**config.mk**
```make
export PLATFORM = sky130hd
export DESIGN_NAME = fixed_lerp_combine
export DESIGN_NICKNAME = d
export VERILOG_FILES = /design/src/rtl/fixed_pkg.sv /design/src/rtl/fixed_lerp_operand_fifo.sv /design/src/rtl/fixed_lerp_combine.sv
export SDC_FILE = /design/constraint.sdc
export NUM_CORES = 2
export LEC_CHECK = 0
export ABC_CLOCK_PERIOD_IN_PS = 9100
export CAP_MARGIN = 20
export CORE_MARGIN = 2
export CORE_UTILIZATION = 56
export DETAILED_ROUTE_END_ITERATION = 7
export HOLD_SLACK_MARGIN = 0.02
export PLACE_DENSITY = 0.76
export SKIP_LAST_GASP = 1
export SYNTH_ARGS = -nofsm -noshare
export SYNTH_HDL_FRONTEND = slang
export SYNTH_SLANG_ARGS = --single-unit
```
**constraint.sdc**
```tcl
create_clock -name clk -period 9.1 [get_ports clk]
set_clock_uncertainty 0.15 [all_clocks]
set_input_delay 1.82 -clock clk [delete_from_list [all_inputs] [get_ports clk]]
set_output_delay 1.82 -clock clk [all_outputs]
set_load 0.03 [all_outputs]
```
**src/rtl/fixed_pkg.sv**
```systemverilog
// fixed_pkg: shared fixed-point constants and lerp operand types
package fixed_pkg;
  localparam int FIXED_WIDTH = 32;
  localparam int FIXED_FRAC_WIDTH = 16;
  localparam logic signed [FIXED_WIDTH-1:0] FIXED_ONE = FIXED_WIDTH'(1) << FIXED_FRAC_WIDTH;
  localparam logic signed [FIXED_WIDTH-1:0] FIXED_ZERO = '0;
  typedef struct packed {
    logic signed [FIXED_WIDTH-1:0] Value;
  } fixed_t;
  typedef struct packed {
    fixed_t a0;
    fixed_t a1;
    logic   dz;
  } lerp_operand_t;
endpackage

```
**src/rtl/fixed_lerp_operand_fifo.sv**
```systemverilog
// fixed_lerp_operand_fifo: in-order operand FIFO with count/full/empty and async reset
module fixed_lerp_operand_fifo #(
  parameter int DEPTH = 16,
  parameter type T = logic
) (
  input  logic                    clk,
  input  logic                    reset,
  input  logic                    push,
  input  logic                    pop,
  input  T                        wdata,
  output T                        rdata,
  output logic [$clog2(DEPTH):0]  count,
  output logic                    full,
  output logic                    empty
);
  localparam int AW = $clog2(DEPTH);
  T mem_q [DEPTH];
  logic [AW-1:0] wptr_q, wptr_d, rptr_q, rptr_d;
  logic [AW:0] count_q, count_d;
  logic do_push, do_pop;
  assign full = count_q == (AW+1)'(DEPTH);
  assign empty = count_q == '0;
  assign do_push = push && !full;
  assign do_pop = pop && !empty;
  assign rdata = mem_q[rptr_q];
  assign count = count_q;
  // next pointers wrap for free because DEPTH is a power of two
  always_comb begin
    wptr_d = do_push ? wptr_q + AW'(1) : wptr_q;
    rptr_d = do_pop ? rptr_q + AW'(1) : rptr_q;
    count_d = count_q + (AW+1)'(do_push) - (AW+1)'(do_pop);
  end
  // payload storage, no reset needed since reads are gated by count
  always_ff @(posedge clk)
    if (do_push) mem_q[wptr_q] <= wdata;
  // pointer and occupancy state
  always_ff @(posedge clk or posedge reset)
    if (reset) begin
      wptr_q <= '0;
      rptr_q <= '0;
      count_q <= '0;
    end else begin
      wptr_q <= wptr_d;
      rptr_q <= rptr_d;
      count_q <= count_d;
    end
endmodule

```
**src/rtl/fixed_lerp_combine.sv**
```systemverilog
// fixed_lerp_combine: pairs divider quotients with queued operands and computes a0 + (a1 - a0) * t
module fixed_lerp_combine
  import fixed_pkg::*;
#(
  parameter int WIDTH = FIXED_WIDTH,
  parameter int FRAC = FIXED_FRAC_WIDTH,
  parameter int DEPTH = 16
) (
  input  logic                    clk,
  input  logic                    reset,
  input  logic                    in_valid,
  output logic                    in_ready,
  input  logic [WIDTH-1:0]        in_a0,
  input  logic [WIDTH-1:0]        in_a1,
  input  logic                    in_dz,
  input  logic                    div_valid,
  input  logic [WIDTH-1:0]        div_quot,
  output logic                    out_valid,
  output logic [WIDTH-1:0]        out_value,
  output logic [$clog2(DEPTH):0]  occupancy,
  output logic                    err_orphan
);
  localparam logic signed [WIDTH-1:0] ONE = WIDTH'(1) << FRAC;
  localparam logic signed [2*WIDTH:0] RND = (2*WIDTH+1)'(1) << (FRAC-1);
  typedef struct packed {
    logic signed [WIDTH-1:0] a0;
    logic signed [WIDTH-1:0] a1;
    logic                    dz;
  } op_t;
  op_t wr, rd;
  logic full, empty, push, pop;
  logic signed [WIDTH:0] diff_q, diff_d;
  logic signed [WIDTH-1:0] t_q, t_d, a0_q, q;
  logic signed [2*WIDTH:0] prod;
  logic [WIDTH-1:0] out_value_q, out_d;
  logic v1_q, out_valid_q, err_q;
  assign wr = '{a0: in_a0, a1: in_a1, dz: in_dz};
  assign in_ready = !full;
  assign push = in_valid && !full;
  assign pop = div_valid && !empty;
  assign out_valid = out_valid_q;
  assign out_value = out_value_q;
  assign err_orphan = err_q;
  fixed_lerp_operand_fifo #(.DEPTH(DEPTH), .T(op_t)) u_fifo (
    .clk(clk),
    .reset(reset),
    .push(push),
    .pop(pop),
    .wdata(wr),
    .rdata(rd),
    .count(occupancy),
    .full(full),
    .empty(empty)
  );
  // clamp t into [0, ONE], zero-divisor forces t=0; product is rounded half up
  always_comb begin
    q = $signed(div_quot);
    t_d = (rd.dz || q < 0) ? '0 : (q > ONE) ? ONE : q;
    diff_d = (WIDTH+1)'(rd.a1) - (WIDTH+1)'(rd.a0);
    prod = (2*WIDTH+1)'(diff_q) * (2*WIDTH+1)'(t_q);
    out_d = a0_q + WIDTH'((prod + RND) >>> FRAC);
  end
  // two-stage pipeline: operand/clamp capture, then multiply-accumulate; sticky orphan flag
  always_ff @(posedge clk or posedge reset)
    if (reset) begin
      v1_q <= 1'b0;
      out_valid_q <= 1'b0;
      err_q <= 1'b0;
      diff_q <= '0;
      t_q <= '0;
      a0_q <= '0;
      out_value_q <= '0;
    end else begin
      v1_q <= pop;
      out_valid_q <= v1_q;
      err_q <= err_q || (div_valid && empty);
      if (pop) begin
        diff_q <= diff_d;
        t_q <= t_d;
        a0_q <= rd.a0;
      end
      if (v1_q) out_value_q <= out_d;
    end
endmodule

```
# Word level (Yosys, flattened, before mapping)
# Memory sizes are Yosys's and may differ from the RTL's.
# Cells that the tools add are included.
classes:
  add_sub_neg: 7
  multipliers: 1
  n_eq_ne: 1
  n_reduce_logical: 10
  muxes: 4
  order_cmp: 2
op_table:
  columns: ["cell", "n"]
  rows:
  - ["$mux 32", 2]
  - ["$add 48x17->48 const B", 1]
  - ["$mul 33x32->48", 1]
  - ["$sub 32x32->33", 1]
  - ["$add 32x32->32", 1]
  - ["$gt 32x18->1 const B", 1]
  - ["$lt 32x1->1 const B", 1]
  - ["$add 4x1->4 const B", 2]
  - ["$add 5x1->5", 1]
  - ["$eq 5x5->1 const B", 1]
  - ["$logic_and 1x1->1", 5]
  - ["$logic_not 5->1", 1]
  - ["$sub 5x1->5", 1]
  - ["$logic_not 1->1", 2]
  - ["$logic_or 1x1->1", 2]
  - ["$mux 1", 2]
totals:
  elab_cells: 36
  ram_bits: 1040
  inputBits: 101
  register_bits: 145
  output_inout_bits: 40
  memories: 1
mem_list:
  columns: ["name", "depth", "word_bits", "rd", "rd_clocked_by_memory_dff", "write_ports", "line_no", "rtl"]
  rows:
  - ["u_fifo.mem_q", 16, 65, 1, 0, 1, "fixed_lerp_operand_fifo.sv:17", "T mem_q [DEPTH];"]

# Depth between registers and ports, before layout
depth:
  depth_word: 6
  depth_mapped: 40
  depth_no_buf: 39

# Hierarchy
# Synthesis repeated with hierarchy kept, for this count alone.
hier_totals:
  hier_cells: 5891
  hier_area_um2: 77192.8
modules_own_cells:
  columns: ["module", "area_each_um2", "n_inst", "seq_area_each_um2", "cells_each"]
  rows:
  - ["fixed_lerp_operand_fifo", 40641.5, 1, 31555.3, 1954]
  - ["fixed_lerp_combine", 36551.3, 1, 3303.2, 3937]

# Worst setup path after synthesis
# No wires, ideal clock.
synth_timing:
  path_kind: "register -> register"
  from: "register t_q[2]"
  to: "register out_value_q[28] (netlist: out_value[28])"
  setup_slack_ps: -62
  path_stages_with_launch: 37
  arrival_time_ps: 8887
  required_time_ps: 8825
  path_buffers: 1
  synth_period_minus_slack_ps: 9162
  setup_ps: 125
  cell_sequence: "dfrtp_1 > clkbuf_1 > nand2_1 > fa_1 > fa_1 > inv_1 > fa_1 > inv_1 > fa_1 > fa_1 > fa_1 > fa_1 > fa_1 > inv_1 > ha_1 > and4_4 > and2_4 > a22o_1 > a211oi_2 > nand2b_1 > a21boi_0 > nor2_1 > inv_1 > a21oi_1 > xnor2_1 > ha_1 > a211oi_1 > o21ai_0 > o21ai_2 > a21oi_2 > o31ai_4 > o21ai_1 > or3_1 > a21oi_2 > o21bai_1 > xor2_1 > mux2_2"
synth_via:
  elab_chain_len: 3
synth_lines:
  columns: ["element", "line_no", "rtl"]
  rows:
  - ["from (decl)", "fixed_lerp_combine.sv:33", "logic signed [WIDTH-1:0] t_q, t_d, a0_q, q;"]
  - ["from (signal assigned)", "fixed_lerp_combine.sv:79", "t_q <= t_d;"]
  - ["$mul 33x32->48", "fixed_lerp_combine.sv:60", "prod = (2*WIDTH+1)'(diff_q) * (2*WIDTH+1)'(t_q);"]
  - ["$add 48x17->48", "fixed_lerp_combine.sv:61", "out_d = a0_q + WIDTH'((prod + RND) >>> FRAC);"]
  - ["$add 32x32->32", "fixed_lerp_combine.sv:61", null]
  - ["to (signal assigned)", "fixed_lerp_combine.sv:82", "if (v1_q) out_value_q <= out_d;"]
  - ["to (decl)", "fixed_lerp_combine.sv:35", "logic [WIDTH-1:0] out_value_q, out_d;"]
# Every way passes these cells.
# A chain may end at the register's enable or synchronous reset.

# Worst setup path after layout
layout_timing:
  from: "register t_q[14]"
  to: "register out_value_q[28] (netlist: out_value[28])"
# The elaborated chain is that of the path after synthesis.

==> results.yml <==
outcome:
  outcome: "complete, but fails checks"
  violations: "setup timing"
layout:
  fin_nets: 6939
  stdcell_count: 7640
  syn2layout_area_growth_pct: 12.47
  fin_area_mm2: 0.08578
  drive_above_1_share_pct: 16.54
setup_path:
  cp.arrival_ns: 9.92
  worstSetupPathType: "flop to flop"
  crit_fanout: 15
  start_kind: "flop"
  required_ns: 9.57
  crit_path_end_kind: "flop"
  r2r_slack_ns: -0.35
  slowest_stage: "fa_1"
  slowest_delay_ns: 0.62
  cpMostUsedCell: "fa_1"
route:
  wl_per_cell_um: 25.19
  drt-vias-per-instance: 5.873
  drc: 0
  drtAntennaViolNets: 0
  first_pass_iters: 6
  drt_iter0_drc: 4371
  via_count: 44872
  wl_um: 192400
clocking:
  clk_path_buf_depth: 3
  clk-insertion-delay-late_ns: 0.75
  clk_pin_slew_ns: 0.06
  cts_buffers: 115
  cts_num_sinks: 1185
  cts_tree: "done"
  h-tree-depth: 3
  clockRootBuffer: "clkbuf_16"
  holdBufCountCts: 0
grt:
  grt_pass1_wl_um: 299500
  antenna_found_initial: 17
  grt_pass1_vias: 48087
  grt_max_degree: 149
  grt_util_all_layers_pct: 28.61
  grt-ovfl-total: 0
floorplanning:
  start_util_pct: 56.37
  io-pin-count: 141
  num_rows: 135
  dieWidth_um: 373.0
  die_h_um: 373.0
  design.core.area_mm2: 0.1353
  dieArea_mm2: 0.1392
sta:
  max_freq_mhz: 105.8
  final_max_slew_viol_count: 0
  finalHoldViolCount: 0
  whs_ns: 0.3157
  setup_viol: 9
  setup_ws_ns: -0.3515
  period_needed_ns: 9.452
  worst_slew_pin_slew_ns: 1.038
  period_share_pct: 103.9
  relSlewSlack_pct: 30.78
  rsz0062_at_grt: "yes"
  tns_ns: -1.552
power_and_ir_drop:
  p_leak_uw: 0.03490
  p_total_uw: 22130
  power_density_mw_per_mm2: 258.0
  ir_drop_uv: 283.2
synthesis:
  ys_warn_count: 0
  synth_area_leaders: "edfxtp_1 41%, fa_1 22%, mux4_2 9.6%"
  synth_seq_cells: 1185
  synth_top_area_cell: "edfxtp_1"
  syn_area_per_cell_um2: 14.00
  synth.distinct_cells: 75
  ys.flop_type: "edfxtp_1"
  yosysSeqAreaShare_pct: 45.71
  synth_top_area_share_pct: 40.95
  synth-edff-count: 1040
  synth_cells: 5447
  syn_nets: 6637
  synth_area_mm2: 0.07627
  synthArstFlopShare_pct: 12.24
hold_path:
  hp-class: "flop to flop"
placed_design:
  globalplace.congestion: 0.8973
  place_hpwl_um: 130300
  place_inst: 7392
  portBuffers: 140
  placed_area_mm2: 0.08129
run:
  max_cap_violations: 0
-- synth_stat cells, drive strengths merged, types with 8 or more instances --
cell type	count
nor4	11
and3	10
xnor2	97
a21oi	79
buf	42
a22o	17
nand4	10
a21o	37
o21bai	10
inv	872
o21ai	107
nor2	73
mux4	325
mux2	23
o21a	14
nor2b	10
a211oi	17
ha	239
fa	850
nand2b	32
nand3	16
dfrtp	145
edfxtp	1040
clkbuf	232
or3	8
nor3	17
xor2	37
and2	508
nand2	521
-- path summary, 6_finish.rpt --
path                                 start          endpoint  depth (start not counted)
max in group asynchronous            reset  u_fifo.rptr_q[3]                          3
worst min-delay path            err_orphan        err_orphan                          1
min in group asynchronous            reset            t_q[5]                          2
worst max-delay path               t_q[14]     out_value[28]                         35
worst max register to register     t_q[14]     out_value[28]                         35
worst min register to register  err_orphan        err_orphan                          1
-- worst max-delay path, delay by kind of cell, from the launching register on --
kind            cells  cell delay (ns)
buf+inv             7             0.79
compound gates     11             1.78
xor+xnor            2             0.32
fa+ha+maj          10             4.70
mux                 1             0.27
flops               1             0.41
simple gates        4             0.88
-- through the flow --
step / setup WS, ns / utilization (%)
after CTS: -0.3106 / 63.18
final: -0.3515 / 63.40
after global routing: -0.6409 / 63.39
after floorplan: 0.02055 / -
after detailed placement: -0.5020 / 60.08
after global placement: -0.3962 / 60.08
-- sequential cells by signal, indices dropped and copies added (netlist names), 4 cells and up --
register       cells
a0_q              32
diff_q            33
out_value         32
t_q               32
u_fifo.count       5
u_fifo.mem_q    1040
u_fifo.rptr_q      4
u_fifo.wptr_q      4
-- layer usage --
| layer | part of all wire [%] | wire length [um] | up-vias | GRT usage (%) |
|---|---|---|---|---|
| li1 | - | - | 18808 | - |
| met2 | 50 | 96040 | 2142 | 47.54 |
| met4 | 3.4 | 6516 | 12 | 9.265 |
| met5 | 0.047 | 91 | - | 0 |
| met1 | 38 | 73330 | 23542 | 38.27 |
| met3 | 8.6 | 16470 | 368 | 5.613 |
-- cell usage in the layout, fill, tap and decap left out, types with 17 or more instances in the layout --
cell type,synthesis,routed
a21o_1,36,36
a21oi_1,74,63
a22o_1,17,17
and2_1,507,503
buf_4,2,283
buf_6,0,29
clkbuf_1,232,29
clkbuf_16,0,116
clkdlybuf4s50_1,0,140
clkinv_1,1,23
dfrtp_1,145,126
edfxtp_1,1040,1040
fa_1,850,844
ha_1,239,233
inv_1,871,865
mux2_2,22,21
mux4_2,325,325
nand2_1,521,519
nand2b_1,31,29
nor2_1,71,56
o21ai_0,96,86
xnor2_1,97,93
xor2_1,37,34
-- cell families (layout without fill, tap and decap cells) --
group / after synthesis / count (layout) / share of synthesized area, %
AND/OR/NAND/NOR: 1223 / 1223 / 8.068
adder cells (fa/ha/maj): 1089 / 1089 / 26.23
other: 0 / 12 / 0
XOR/XNOR: 134 / 134 / 1.539
flip-flops: 1185 / 1185 / 45.71
AO/OA/AOI/OAI: 321 / 321 / 2.833
buffers and inverters: 1147 / 1547 / 5.678
multiplexers: 348 / 348 / 9.942
-- where the power goes --
group	total, uW	leakage, uW	switching (uW)	internal [uW]
clock	4860	0.00184	2120	2740
sequential	7350	0.0112	649	6700
combinational	9930	0.0219	5900	4030
total	22100	0.0349	8670	13500
-- cell type report --
cell class	count	area, um^2
clock buffer	146	3025
fill	9441	49520
antenna	12	30.03
inverter	873	3282
sequential	1185	34890
timing repair buffer	459	3983
multi-input combinational	3115	37550
tap	1781	2228
clock inverter	69	790.8
-- repair_timing --
item / in CTS / in global routing
pin swaps: 52 / 15
setup endpoints to repair: 14 / 22
gates cloned: 0 / 0
resized for setup: 69 / 59
buffers inserted: 16 / 6
(Power assumes the default switching activity.)
